**src/rtl/pwm_duty_ctrl.sv**
```systemverilog
// Pushbutton front end for the PWM generator: sync, debounce, press/auto-repeat
// stepping and clamped duty arithmetic, all in the clk domain.
module pwm_duty_ctrl #(
    parameter int unsigned DEBOUNCE_CYCLES = 16,
    parameter int unsigned REPEAT_DELAY    = 500,
    parameter int unsigned REPEAT_RATE     = 100,
    parameter int unsigned STEP            = 5,
    parameter int unsigned DUTY_MAX        = 50
) (
    input  logic       clk,
    input  logic       reset,
    input  logic       inc_n,
    input  logic       dec_n,
    output logic [7:0] duty,
    output logic       inc_pulse,
    output logic       dec_pulse,
    output logic       at_max,
    output logic       at_min
);

    localparam logic [1:0] IDLE   = 2'd0;
    localparam logic [1:0] DELAY  = 2'd1;
    localparam logic [1:0] REPEAT = 2'd2;

    localparam logic [15:0] DB_LAST = 16'(DEBOUNCE_CYCLES - 1);
    localparam logic [15:0] RD_LAST = 16'(REPEAT_DELAY - 1);
    localparam logic [15:0] RR_LAST = 16'(REPEAT_RATE - 1);
    localparam logic [7:0]  STEP8   = 8'(STEP);
    localparam logic [7:0]  DMAX8   = 8'(DUTY_MAX);
    localparam logic [8:0]  DMAX9   = 9'(DUTY_MAX);

    logic [1:0] btn_raw;
    logic [1:0] step_req;

    assign btn_raw = {dec_n, inc_n};

    // index 0 is the increment button, index 1 the decrement button
    for (genvar b = 0; b < 2; b++) begin : g_btn
        logic        sync1;
        logic        sync2;
        logic        stable;
        logic        stable_d;
        logic [15:0] db_cnt;
        logic [1:0]  state;
        logic [15:0] timer;
        logic        press;
        logic        rls;
        logic        req;

        always_ff @(posedge clk or negedge reset) begin
            if (!reset) begin
                sync1    <= 1'b1;
                sync2    <= 1'b1;
                stable   <= 1'b1;
                stable_d <= 1'b1;
                db_cnt   <= '0;
            end else begin
                sync1    <= btn_raw[b];
                sync2    <= sync1;
                stable_d <= stable;
                // the edge that would bring the count to DEBOUNCE_CYCLES commits the level
                if (sync2 == stable) begin
                    db_cnt <= '0;
                end else if (db_cnt == DB_LAST) begin
                    stable <= sync2;
                    db_cnt <= '0;
                end else begin
                    db_cnt <= db_cnt + 16'd1;
                end
            end
        end

        assign press = stable_d & ~stable;
        assign rls   = ~stable_d & stable;

        // release wins over a coinciding repeat step
        always_comb begin
            req = 1'b0;
            case (state)
                IDLE:    req = press;
                DELAY:   req = ~rls && (timer == RD_LAST);
                REPEAT:  req = ~rls && (timer == RR_LAST);
                default: req = 1'b0;
            endcase
        end

        always_ff @(posedge clk or negedge reset) begin
            if (!reset) begin
                state <= IDLE;
                timer <= '0;
            end else begin
                case (state)
                    IDLE: begin
                        if (press) begin
                            state <= DELAY;
                            timer <= '0;
                        end
                    end
                    DELAY: begin
                        if (rls) begin
                            state <= IDLE;
                            timer <= '0;
                        end else if (timer == RD_LAST) begin
                            state <= REPEAT;
                            timer <= '0;
                        end else begin
                            timer <= timer + 16'd1;
                        end
                    end
                    REPEAT: begin
                        if (rls) begin
                            state <= IDLE;
                            timer <= '0;
                        end else if (timer == RR_LAST) begin
                            timer <= '0;
                        end else begin
                            timer <= timer + 16'd1;
                        end
                    end
                    default: begin
                        state <= IDLE;
                        timer <= '0;
                    end
                endcase
            end
        end

        assign step_req[b] = req;
    end

    logic [8:0] duty_sum;
    logic [7:0] duty_next;
    logic       inc_only;
    logic       dec_only;

    assign duty_sum = {1'b0, duty} + 9'(STEP);
    assign inc_only = (step_req == 2'b01);
    assign dec_only = (step_req == 2'b10);

    always_comb begin
        duty_next = duty;
        if (inc_only) begin
            duty_next = (duty_sum > DMAX9) ? DMAX8 : duty_sum[7:0];
        end else if (dec_only) begin
            duty_next = (duty < STEP8) ? 8'd0 : duty - STEP8;
        end
    end

    always_ff @(posedge clk or negedge reset) begin
        if (!reset) begin
            duty      <= '0;
            inc_pulse <= 1'b0;
            dec_pulse <= 1'b0;
            at_max    <= 1'b0;
            at_min    <= 1'b1;
        end else begin
            duty      <= duty_next;
            inc_pulse <= inc_only && (duty_next != duty);
            dec_pulse <= dec_only && (duty_next != duty);
            at_max    <= (duty_next == DMAX8);
            at_min    <= (duty_next == 8'd0);
        end
    end

endmodule

```
**config.mk**
```make
export PLATFORM = sky130hd
export DESIGN_NAME = pwm_duty_ctrl
export DESIGN_NICKNAME = d
export VERILOG_FILES = /design/src/rtl/pwm_duty_ctrl.sv
export SDC_FILE = /design/constraint.sdc
export NUM_CORES = 1
export LEC_CHECK = 0
export BUFFER_PORTS_ARGS = -buffer_cell sky130_fd_sc_hd__buf_2
export CAP_MARGIN = 20
export CORE_MARGIN = 8
export CORE_UTILIZATION = 30
export CTS_CLUSTER_SIZE = 24
export DETAILED_ROUTE_END_ITERATION = 7
export GPL_TIMING_DRIVEN = 0
export PLACE_DENSITY = 0.55
export SLEW_MARGIN = 40
export SYNTH_ARGS = -nofsm -noshare
export SYNTH_HDL_FRONTEND = slang
export SYNTH_SLANG_ARGS = --single-unit
```
**constraint.sdc**
```tcl
create_clock -name clk -period 3.9 [get_ports clk]
set_input_delay 0.585 -clock clk [delete_from_list [all_inputs] [get_ports clk]]
set_output_delay 0.585 -clock clk [all_outputs]
set_load 0.03 [all_outputs]
```
-- Word level (Yosys, flattened, before mapping)
Index checks and enable logic that the tools add are counted.
- bits in registers: 88
- input port bits: 4
- add/sub/neg operators: 6
- magnitude comparators: 2
- eq/ne operators: 22
- mux-type cells: 32
- bitwise gates (word level): 12
- reductions and logical operators: 13
- operators by type and width (kind ; count):
    16-bit two-way mux ; 14
    16-bit case mux with 3 select lines ; 2
    16-bit by 1-bit adder with 16-bit output, second input constant ; 4
    16-bit by 4-bit == test with 1-bit output, second input constant ; 2
    16-bit by 7-bit == test with 1-bit output, second input constant ; 2
    16-bit by 9-bit == test with 1-bit output, second input constant ; 2
    8-bit two-way mux ; 4
    2-bit two-way mux ; 8
    2-bit case mux with 3 select lines ; 2
    8-bit by 3-bit adder with 9-bit output, second input constant ; 1
    9-bit by 6-bit > comparator with 1-bit output, second input constant ; 1
    8-bit by 6-bit == test with 1-bit output, second input constant ; 1
    8-bit zero test ; 1
    8-bit by 3-bit < comparator with 1-bit output, second input constant ; 1
    2-bit != test, second input constant ; 4
    8-bit != test ; 1
    1-bit inverter ; 8
    8-bit by 3-bit subtractor with 8-bit output, second input constant ; 1
    2-bit by 1-bit == test with 1-bit output, second input constant ; 3
    2-bit == test, second input constant ; 3
    1-bit logical AND ; 6
    3-bit != test, second input constant ; 2
    1-bit case mux with 3 select lines ; 2
    3-bit AND reduction ; 2
    4 further kinds ; 10

-- Depth between registers and ports, before layout
- word-level depth: 10
- depth in mapped cells: 11
- depth with buffers taken out: 10

-- Worst setup path after synthesis
No wires, ideal clock.
- kind: register to register
- start point: register g_btn[0].timer[9]
- end point: register at_min
- data arrival time: 2.853 ns
- data required time: 3.811 ns
- path slack: 0.957 ns
- cell stages (with the launch flop): 10
- path buffers: 1
- clock period less this slack: 2.943 ns
- cell sequence: dfrtp_1 -> or4_4 -> or4_4 -> o21ai_4 -> buf_6 -> mux2i_1 -> o32ai_1 -> a2111oi_0 -> nor4b_2 -> nor4b_2
- word-level cells in the longest chain between the ends: 7
- elaborated cells on any way between the ends: 10
- classes of those cells: eq/ne (4); mux (3); reduce/logical (3)
- RTL lines (item ; line ; text):
    from (decl) ; 45 ; logic [15:0] timer;
    from (signal assigned) ; 107 ; timer <= timer + 16'd1;
    from (signal assigned) ; 117 ; timer <= timer + 16'd1;
    16-bit by 7-bit == test with 1-bit output or 16-bit by 9-bit == test with 1-bit output (tied branches) ; 82, 81 ;
    1-bit logical AND (on tied branches) ; 82, 81 ;
    1-bit case mux with 3 select lines (*) ; 79 ; case (state)
    2-bit == test ; 138 ; assign dec_only = (step_req == 2'b10);
    8-bit two-way mux ; 144 ; end else if (dec_only) begin
    8-bit two-way mux (*) ; 142 ; if (inc_only) begin
    named net duty_next[7] ; 132 ; logic [7:0] duty_next;
    8-bit zero test (*) ; 161 ; at_min <= (duty_next == 8'd0);
    to (signal assigned) ; 161 ;
    to (decl) ; 18 ; output logic at_min
Mark *: on every way through the listed nets, which the timed path passes. The rest lies on a longest branch.
A chain may end at the register's enable or synchronous reset.

-- Worst setup path in the final report
Same ends and word-level chain as after synthesis.

==> results.toml <==
[status]
outcome = "complete, no violations"

[clock_tree]
cts_setup_buffers = 0
cts.sinks = 88
cts_tree = "built"
ctsHoldBuffers = 0
cts-htree-levels = 3
cts_root_buf = "clkbuf_16"
cts_resized = 0
cts_made_buffers = 9
clk_path_buf_depth = 2
clk_pin_slew_worst_paths_ns = 0.07
clkLatencyLatePin_ns = 0.35

[sta]
setup_tns_ns = 0
period_needed_ns = 3.59
finClkSkew_ns = 0.00806
fin_crit_sh_pct = 92.1
hold_ws_ns = 0.156
hold_violations = 0
rsz0062_at_grt = "false"
fmax_mhz = 279
setup_ws_ns = 0.310
slew_headroom_pct = 50.4
slew_viol_final = 0
worstMarginPinSlew_ns = 0.725
setup_viol = 0

[critical_path]
critPathLaunchType = "register"
rr_endpoint = "at_min"
reg2reg_slack_ns = 0.31
arrival_ns = 3.85
r2r_start = "g_btn[0].timer[9]"
crit_chain = "or4_4, or4_4, o21ai_4, buf_6, mux2i_1, o32ai_1, a2111oi_0, nor4b_2, nor4b_2"
path_class = "reg -> reg"
slowest_stage = "a2111oi_0"
cp.required_ns = 4.16
reg2reg_depth = 9
cpPeakStageDelay_ns = 0.68
crit_fanout = 10
end_kind = "register"

[power_and_ir_drop]
peakVddDrop_v = 0.000244
pwr-share-clk_pct = 39.0
p_seq_share_pct = 43.8
power.switching_mw = 0.647
power_mw = 2.24
power.share.switching_pct = 28.8
p_int_mw = 1.60
p_leak_nw = 2.44
p_comb_share_pct = 17.2
power.density_nw_per_um2 = 391

[placement]
dp.final_hpwl_um = 7880
place_inst = 790
gp_congestion = 0.859
pre_cts_ws_ns = 0.287
port_buffers = 15
postPlaceCellArea_sq_um = 5430

[floorplanning]
coreArea_sq_um = 16500
initial_core_util_pct = 30.5
design.die.area_sq_um = 21200
rows = 47
fp.dieH_um = 146
die-width_um = 146
ios = 16

[yosys]
postSynth.asyncResetShare_pct = 100
synthCells = 554
synth_largest_area_cell = "dfrtp_1"
yosysTopAreaCellShare_pct = 39.2
synth.area.top_cells = "dfrtp_1 (39%), dfstp_2 (4.7%), xor2_1 (4.7%)"
avgSynthCellArea_sq_um = 9.10
synth.top_cells.by_count = "dfrtp_1 (79), nand2_1 (59), nor2_1 (57)"
synth_cell_types = 60
synth.net_count = 573
ys_ff_latch = 88
synth_ff_type = "dfrtp_1"
synth.cell_area_sq_um = 5040
seq_area_frac_synth_pct = 43.9
yosysMostFrequentCell = "dfrtp_1"
synth-edff-count = 0
synth_warnings = 0

[run]
maxCapViolations = 0

[drt]
post_drt_wl_per_cell_um = 13.8
drt-initial-drc-count = 276
vias = 4201
wirelength_um = 11100
postRouteAntennaNets = 0
first_pass_iters = 6
via_per_inst = 5.21
route.detailed.drc = 0

[global_routing]
grt_max_degree = 49
antenna_found_initial = 0
grt_pass1_vias = 4132
grt_usage_pct = 10.7
grt_pass1_wl_um = 19300
grt_overflow = 0

[final_layout]
area_delta_synth_final_pct = 13.7
final_util_pct = 34.7
fill_cells = 1663
diodes = 0
stdcell_count = 806
drive_above_1_share_pct = 10.1
finalNetCount = 600
final_area_sq_um = 5730

[hold_path]
min_path_type = "in -> async"
==> worst max-delay path, delay by kind of cell, from the launching register on <==
family	cells	cell delay (ns)
DFF	1	0.45
muxes	1	0.18
and+or+nand+nor	4	1.70
buffers and inverters	1	0.17
AOI/OAI and AO/OA	3	1.01
==> registers in the layout, indices dropped and copies added (netlist names), 2 cells and up <==
register / flops
g_btn.stable: 2
g_btn.timer: 32
duty: 8
g_btn.db_cnt: 32
g_btn.state: 4
g_btn.sync2: 2
g_btn.stable_d: 2
g_btn.sync1: 2
==> kinds of logic (layout without fill, tap and decap cells) <==
kind of cell             count (synthesis)  in the layout  synth area share (%)
XOR/XNOR                                41             41                  7.12
multiplexers                             7              7                  1.46
AND/OR/NAND/NOR                        247            247                  25.7
buffers and inverters                   38             70                  3.08
adder cells (fa/ha/maj)                 15             15                  3.72
AO/OA/AOI/OAI                          118            118                  15.0
flip-flops                              88             88                  43.9
==> worst max path at each step <==
stage / from / endpoint / cells after the start
final: g_btn[0].timer[9] / at_min / 9
after detailed placement: g_btn[0].timer[9] / at_min / 9
after floorplan: g_btn[0].timer[9] / at_min / 9
after global routing: g_btn[0].timer[9] / at_min / 9
after CTS: g_btn[0].timer[9] / at_min / 9
after global placement: g_btn[0].timer[9] / at_min / 9
==> cell type report <==
| type | instances | area (sq um) | share of cell area (%) |
|---|---|---|---|
| multi-input combinational | 428 | 2680 | 46.8 |
| buffer | 21 | 91.3 | 1.59 |
| clock inverter | 5 | 56.3 | 0.982 |
| clock buffer | 11 | 243 | 4.23 |
| timing repair buffer | 16 | 109 | 1.90 |
| sequential | 88 | 2210 | 38.6 |
| inverter | 17 | 63.8 | 1.11 |
| tap | 220 | 275 | 4.80 |
==> routing by layer <==
layer / up-vias / wire (um) / global-route usage (%)
met5: - / 0 / 0
met4: 0 / 227 / 3.90
met3: 25 / 616 / 3.36
met2: 120 / 5060 / 16.8
met1: 2016 / 5220 / 13.5
li1: 2040 / - / -
==> power by group through the flow <==
stage / Combinational [mW] / Clock [mW] / Sequential, mW
after detailed placement: 0.387 / 0 / 0.999
after global routing: 0.445 / 0.941 / 0.988
after CTS: 0.390 / 0.903 / 0.982
after global placement: 0.374 / 0 / 0.997
after floorplan: 0.278 / 0 / 0.997
final: 0.386 / 0.874 / 0.983
==> layout by cell type (no fill, tap or decap), drive strengths merged, types with 3 or more instances in the layout <==
cell type / count
o32ai: 3
a21o: 5
nor2: 57
nand3: 20
o31ai: 8
and2: 6
nand3b: 6
o22ai: 4
nand4: 14
nor2b: 5
or3: 13
or2: 3
and4: 6
nand2: 59
xnor2: 14
nand2b: 9
or4: 6
xor2: 27
nor4: 11
buf: 19
mux2i: 4
a211oi: 4
o21ai: 42
clkbuf: 29
a21oi: 27
nor4b: 4
dfstp: 9
o311a: 3
a31oi: 3
inv: 18
nor3: 7
dfrtp: 79
mux2: 3
and3: 17
ha: 15
(Power assumes the default switching activity.)
